File: src/rtl/mem_arbiter2.sv
// mem_arbiter2: shares one single-port RAM between requester A (CPU data
// port) and requester B (DMA / loader / refresh). One access per clock,
// round-robin or fixed priority on ties, an optional bounded bus lock for
// bursts, and a registered read-data return per requester.
//
// Lock FSM
//   state    | meaning
//   OWN_NONE | no locking owner, normal arbitration
//   OWN_A    | A holds the bus while it keeps requesting
//   OWN_B    | B holds the bus while it keeps requesting
module mem_arbiter2 #(
    parameter int ADDR_W     = 14,
    parameter int DATA_W     = 16,
    parameter int FIXED_PRIO = 0,
    parameter int MAX_LOCK   = 8
) (
    input  logic              clk,
    input  logic              reset,

    input  logic              a_req,
    input  logic              a_we,
    input  logic              a_lock,
    input  logic [ADDR_W-1:0] a_addr,
    input  logic [DATA_W-1:0] a_wdata,
    output logic              a_gnt,
    output logic              a_rvalid,
    output logic [DATA_W-1:0] a_rdata,

    input  logic              b_req,
    input  logic              b_we,
    input  logic              b_lock,
    input  logic [ADDR_W-1:0] b_addr,
    input  logic [DATA_W-1:0] b_wdata,
    output logic              b_gnt,
    output logic              b_rvalid,
    output logic [DATA_W-1:0] b_rdata,

    output logic              ram_load,
    output logic [ADDR_W-1:0] ram_address,
    output logic [DATA_W-1:0] ram_in,
    input  logic [DATA_W-1:0] ram_out
);

    typedef enum logic [1:0] {
        OWN_NONE = 2'd0,
        OWN_A    = 2'd1,
        OWN_B    = 2'd2
    } owner_e;

    localparam logic [8:0] MAX_LOCK_C = 9'(MAX_LOCK);

    owner_e            owner_q;
    logic [7:0]        lock_cnt_q;
    logic              last_win_b_q;   // 1: B took the most recent grant
    logic              force_other_q;  // forced lock release: other port wins next tie
    logic              a_rvalid_q;
    logic              b_rvalid_q;
    logic [DATA_W-1:0] a_rdata_q;
    logic [DATA_W-1:0] b_rdata_q;

    logic              gnt_a;
    logic              gnt_b;
    logic              tie_pick_b;
    logic              gnt_any;
    logic              gnt_lock;
    logic              gnt_is_owner;
    logic [8:0]        lock_cnt_d;
    logic              lock_expire;

    // Grant decision: lock owner first, then tie-break, nothing while in reset.
    always_comb begin
        gnt_a      = 1'b0;
        gnt_b      = 1'b0;
        tie_pick_b = 1'b0;
        if ((FIXED_PRIO == 0) || force_other_q) begin
            tie_pick_b = !last_win_b_q;
        end
        if (reset) begin
            if ((owner_q == OWN_A) && a_req) begin
                gnt_a = 1'b1;
            end else if ((owner_q == OWN_B) && b_req) begin
                gnt_b = 1'b1;
            end else if (a_req && b_req) begin
                gnt_a = !tie_pick_b;
                gnt_b = tie_pick_b;
            end else begin
                gnt_a = a_req;
                gnt_b = b_req;
            end
        end
    end

    // Lock bookkeeping for the access granted this cycle.
    always_comb begin
        gnt_any      = gnt_a | gnt_b;
        gnt_lock     = (gnt_a & a_lock) | (gnt_b & b_lock);
        gnt_is_owner = (gnt_a && (owner_q == OWN_A)) || (gnt_b && (owner_q == OWN_B));
        lock_cnt_d   = gnt_is_owner ? ({1'b0, lock_cnt_q} + 9'd1) : 9'd1;
        lock_expire  = (lock_cnt_d >= MAX_LOCK_C);
    end

    // RAM pins follow the granted port; A's inputs are parked there when idle.
    always_comb begin
        ram_load    = (gnt_a & a_we) | (gnt_b & b_we);
        ram_address = gnt_b ? b_addr  : a_addr;
        ram_in      = gnt_b ? b_wdata : a_wdata;
    end

    // Lock FSM, last-winner memory and lock grant counter.
    always_ff @(posedge clk) begin
        if (!reset) begin
            owner_q       <= OWN_NONE;
            lock_cnt_q    <= 8'd0;
            last_win_b_q  <= 1'b1;
            force_other_q <= 1'b0;
        end else begin
            force_other_q <= 1'b0;
            if (gnt_any) begin
                last_win_b_q <= gnt_b;
            end
            if (gnt_any && gnt_lock) begin
                if (lock_expire) begin
                    // Burst hit its limit: drop the lock and hand the next tie over.
                    owner_q       <= OWN_NONE;
                    lock_cnt_q    <= 8'd0;
                    force_other_q <= 1'b1;
                end else begin
                    owner_q    <= gnt_a ? OWN_A : OWN_B;
                    lock_cnt_q <= lock_cnt_d[7:0];
                end
            end else begin
                // Either no grant (owner stopped requesting) or an unlocked access.
                owner_q    <= OWN_NONE;
                lock_cnt_q <= 8'd0;
            end
        end
    end

    // Registered read return: one rvalid pulse per read grant.
    always_ff @(posedge clk) begin
        if (!reset) begin
            a_rvalid_q <= 1'b0;
            b_rvalid_q <= 1'b0;
            a_rdata_q  <= '0;
            b_rdata_q  <= '0;
        end else begin
            a_rvalid_q <= gnt_a & ~a_we;
            b_rvalid_q <= gnt_b & ~b_we;
            if (gnt_a && !a_we) begin
                a_rdata_q <= ram_out;
            end
            if (gnt_b && !b_we) begin
                b_rdata_q <= ram_out;
            end
        end
    end

    assign a_gnt    = gnt_a;
    assign b_gnt    = gnt_b;
    assign a_rvalid = a_rvalid_q;
    assign b_rvalid = b_rvalid_q;
    assign a_rdata  = a_rdata_q;
    assign b_rdata  = b_rdata_q;

endmodule

File: config.mk
export PLATFORM = sky130hd
export DESIGN_NAME = mem_arbiter2
export DESIGN_NICKNAME = d
export VERILOG_FILES = /design/src/rtl/mem_arbiter2.sv
export SDC_FILE = /design/constraint.sdc
export NUM_CORES = 1
export LEC_CHECK = 0
export CAP_MARGIN = 20
export CORE_MARGIN = 10
export CORE_UTILIZATION = 34
export CTS_CLUSTER_DIAMETER = 80
export DETAILED_ROUTE_END_ITERATION = 8
export HOLD_SLACK_MARGIN = 0.15
export PLACE_DENSITY = 0.8
export SLEW_MARGIN = 20
export SYNTH_ARGS = -nofsm -noshare
export SYNTH_HDL_FRONTEND = slang
export SYNTH_SLANG_ARGS = --single-unit
File: constraint.sdc
create_clock -name clk -period 2.3 [get_ports clk]
set_clock_uncertainty 0.15 [all_clocks]
set_input_delay 0.23 -clock clk [delete_from_list [all_inputs] [get_ports clk]]
set_output_delay 0.23 -clock clk [all_outputs]
set_load 0.005 [all_outputs]
==> impl_metrics.toml <==
[final_layout]
antenna_cells_inserted = 0
final_cell_area_um2 = 3998
layout.cells.non_filler = 476
drive_gt1_share_pct = 24.94
area_growth_syn_to_layout_pct = 92.24
num-nets-final = 485

[logic_synthesis]
async_flop_share_pct = 0
yosysTopAreaCell = "dfxtp_1"
synth_common_cells = "nand2_1 (67), dfxtp_1 (45), o21ai_0 (34)"
post-synth-top-area-fraction_pct = 43.32
synth.distinct_cells = 36
sequential_to_total_area_share_from_yosys_stat_pct = 43.32
number_of_enable_type_register_cells_in_the_synthesized_netlist = 0
syn_area_per_cell_um2 = 9.081
postSynthCellCount = 229
post_synth_main_area_contributors = "dfxtp_1 (43%), mux2_2 (15%), nand2_1 (12%)"
synth_seq_cells = 45
syn-cell-area_um2 = 2079
synthMostInstantiatedCell = "nand2_1"
synth_warnings = 0
synth-main-ff-cell = "dfxtp_1"

[detailed_routing]
vias = 2320
remaining_drc_errors = 0
detail_route.wl_per_cell_um = 18.29
post_drt_via_cell_ratio = 4.874
first_iter_violations = 68
detail-route-antenna-nets = 0
detail_route.first_pass.iterations = 4
detail_route.wirelength_um = 8705

[grt]
grt_overflow = 0
first_global_vias = 2351
grt_pass1_wl_um = 13030
grt_usage_pct = 16.35
grt_antenna_before_repair = 0
maximum_number_of_pins_on_one_net_before_global_route_repair = 34

[power]
netSwitchingPower_w = 0.0004678
power_leakage_nw = 1.546
comb_power_share_pct = 26.3
cellInternalPower_w = 0.001486
powerDensity_nw_per_um2 = 488.8
ir_drop_worst_vdd_uv = 475.1
power.share.switching_pct = 23.94
power.share.clock_pct = 30.6
design_power_total_w = 0.001954
share_seq_of_total_power_pct = 43.0

[placed_design]
dp.final_hpwl_um = 6778
placement.cell_area_um2 = 3780
finalWeightedCongestion = 0.9006
post-place-cells = 463
portBuffers = 150

[clock_tree]
worst_skew_pair.late_latency_ps = 300
cts_buffers = 5
clk_path_buf_depth = 2
clk_pin_slew_ps = 80
htree_num_levels = 2
cts.root.buffer_cell = "clkbuf_8"
clock_tree_from_tritoncts = "yes"
numClockSinks = 45

[critical_path]
crit_path_max_fanout = 8
r2r_slack_ps = 500
r2r_cells = 5
cp-start-kind = "flip-flop"
r2r_end = "lock_cnt_q[1]$_SDFF_PP0_"
path_delay_family = "buffers and inverters"
cp-startpoint = "owner_q[1]$_SDFF_PP0_"
worstPathCellList = "and3b_2, a211oi_4, buf_6, clkbuf_16, mux2_4, buf_6"
slowest_delay_ps = 360
arrival_time_of_data_at_the_critical_path_endpoint_ps = 1910
critical-path-slowest-cell = "dfxtp_4"
rr_startpoint = "owner_q[0]$_SDFF_PP0_"
endpoint_kind = "output port"
end_point_of_the_critical_path = "ram_in[13]"
cp.required_ps = 1920
crit_type = "reg2out"
critical_path_buf_inv_count = 3
cp.depth = 6
cpMostUsedCell = "buf_6"

[flow_run]
max_cap_violation_count = 0

[floorplanning]
die_width_um = 98.21
floorplan.core_area_um2 = 5921
initial_utilization_pct = 35.12
top_level_ports = 151
chipHeight_um = 98.21
floorplan.die_area_um2 = 9644
placement_rows = 28

[status]
outcome = "complete, no violations"

[sta]
finalMaxSlewViolations = 0
min_period_ps = 2291
maxSlewHeadroom_pct = 59.10
worstMarginPinSlew_ps = 611.5
clock.fmax_ghz = 0.4365
timing.final.crit_share_pct = 99.60
hold_viol = 0
rsz0062_at_grt = "yes"
setup_violations = 0

[hold_path]
hold_path.class = "in2reg"
[area by class of cell]
type	count	area, um^2
Clock inverter	3	46.29
Clock buffer	5	68.82
Sequential cell	45	904.6
Timing Repair Buffer	173	1689
Multi-Input combinational cell	175	1195
Fill cell	474	1923
Tap cell	75	93.84
[kinds of logic after synthesis]
kind of cell    count (synthesis)  share of synthesized area (%)
compound gates                 49                          16.18
xor+xnor                        2                         0.8425
fa+ha+maj                       1                         0.6016
buf+inv                        13                          3.971
flops                          45                          43.32
mux                            30                          16.25
other cells                     1                         0.1803
simple gates                   88                          18.65
[registers in the layout, summed over array words and instances (netlist names)]
| name | cells |
|---|---|
| owner_q | 2 |
| lock_cnt_q | 8 |
| a_rvalid | 1 |
| last_win_b_q | 1 |
| b_rdata | 16 |
| b_rvalid | 1 |
| a_rdata | 16 |
[through the flow]
step,util [%],setup TNS [ps],hold WS [ps],worst slack [ps]
after floorplan,-,0,188.6,472.4
after detailed placement,63.84,-10900,302.5,-409.7
after global routing,67.52,-845.4,339.4,-56.82
after global placement,63.84,-9147,293.3,-356.8
final,67.52,0,307.0,9.122
after CTS,65.24,-250.1,304.1,-54.03
[layer usage]
metal | up-vias | track usage (%) | routed length (um)
met4 | 0 | 3.197 | 121
met2 | 111 | 28.58 | 4243
li1 | 1129 | - | -
met1 | 1067 | 18.78 | 3597
met3 | 13 | 5.849 | 743
met5 | - | 0 | 0
[worst register-to-register path, cell delays in order (launching register included)]
cell	delay (ps)
dfxtp_1	380
and3b_1	230
buf_4	160
a211oi_1	350
nor2_1	140
nor4b_1	290
[what timing repair did]
item | 4_1_cts | 5_1_grt
gates cloned | 1 | 2
gates resized for setup | 119 | 45
setup endpoints to repair | 33 | 19
endpoints found under the hold margin | 0 | 0
pin swaps | 1 | 1
hold buffers | 0 | 0
setup buffers | 2 | 1
[worst min path at each step]
stage	from	to	slack (ps)	depth (start not counted)
floorplan	ram_out[0]	a_rdata[0]$_SDFFE_PN0P_	190	2
global placement	b_rdata[10]$_SDFFE_PN0P_	b_rdata[10]$_SDFFE_PN0P_	290	2
detailed placement	a_rdata[2]$_SDFFE_PN0P_	a_rdata[2]$_SDFFE_PN0P_	300	2
CTS	b_req	last_win_b_q$_SDFFE_PN1N_	300	4
global route	b_req	last_win_b_q$_SDFFE_PN1N_	340	4
finish	b_req	last_win_b_q$_SDFFE_PN1N_	310	4
[power by group through the flow]
stage | clock (W) | sequential (W) | combinational [W]
3_5_place_dp | 0 | 0.000860 | 0.000493
5_1_grt | 0.000645 | 0.000846 | 0.000549
2_1_floorplan | 0 | 0.000859 | 0.000141
4_1_cts | 0.000612 | 0.000842 | 0.000474
3_3_place_gp | 0 | 0.000857 | 0.000485
6_report | 0.000599 | 0.000841 | 0.000515
[layout by cell type (no fill, tap or decap), types with 4 or more instances in the layout]
cell,count
buf_2,9
mux2_2,12
mux2_4,17
conb_1,5
buf_6,18
buf_4,16
nand2_1,66
o21ai_0,34
clkbuf_8,5
clkdlybuf4s50_1,117
nand3_1,5
dfxtp_1,44
clkbuf_2,4
(Power assumes the default switching activity.)
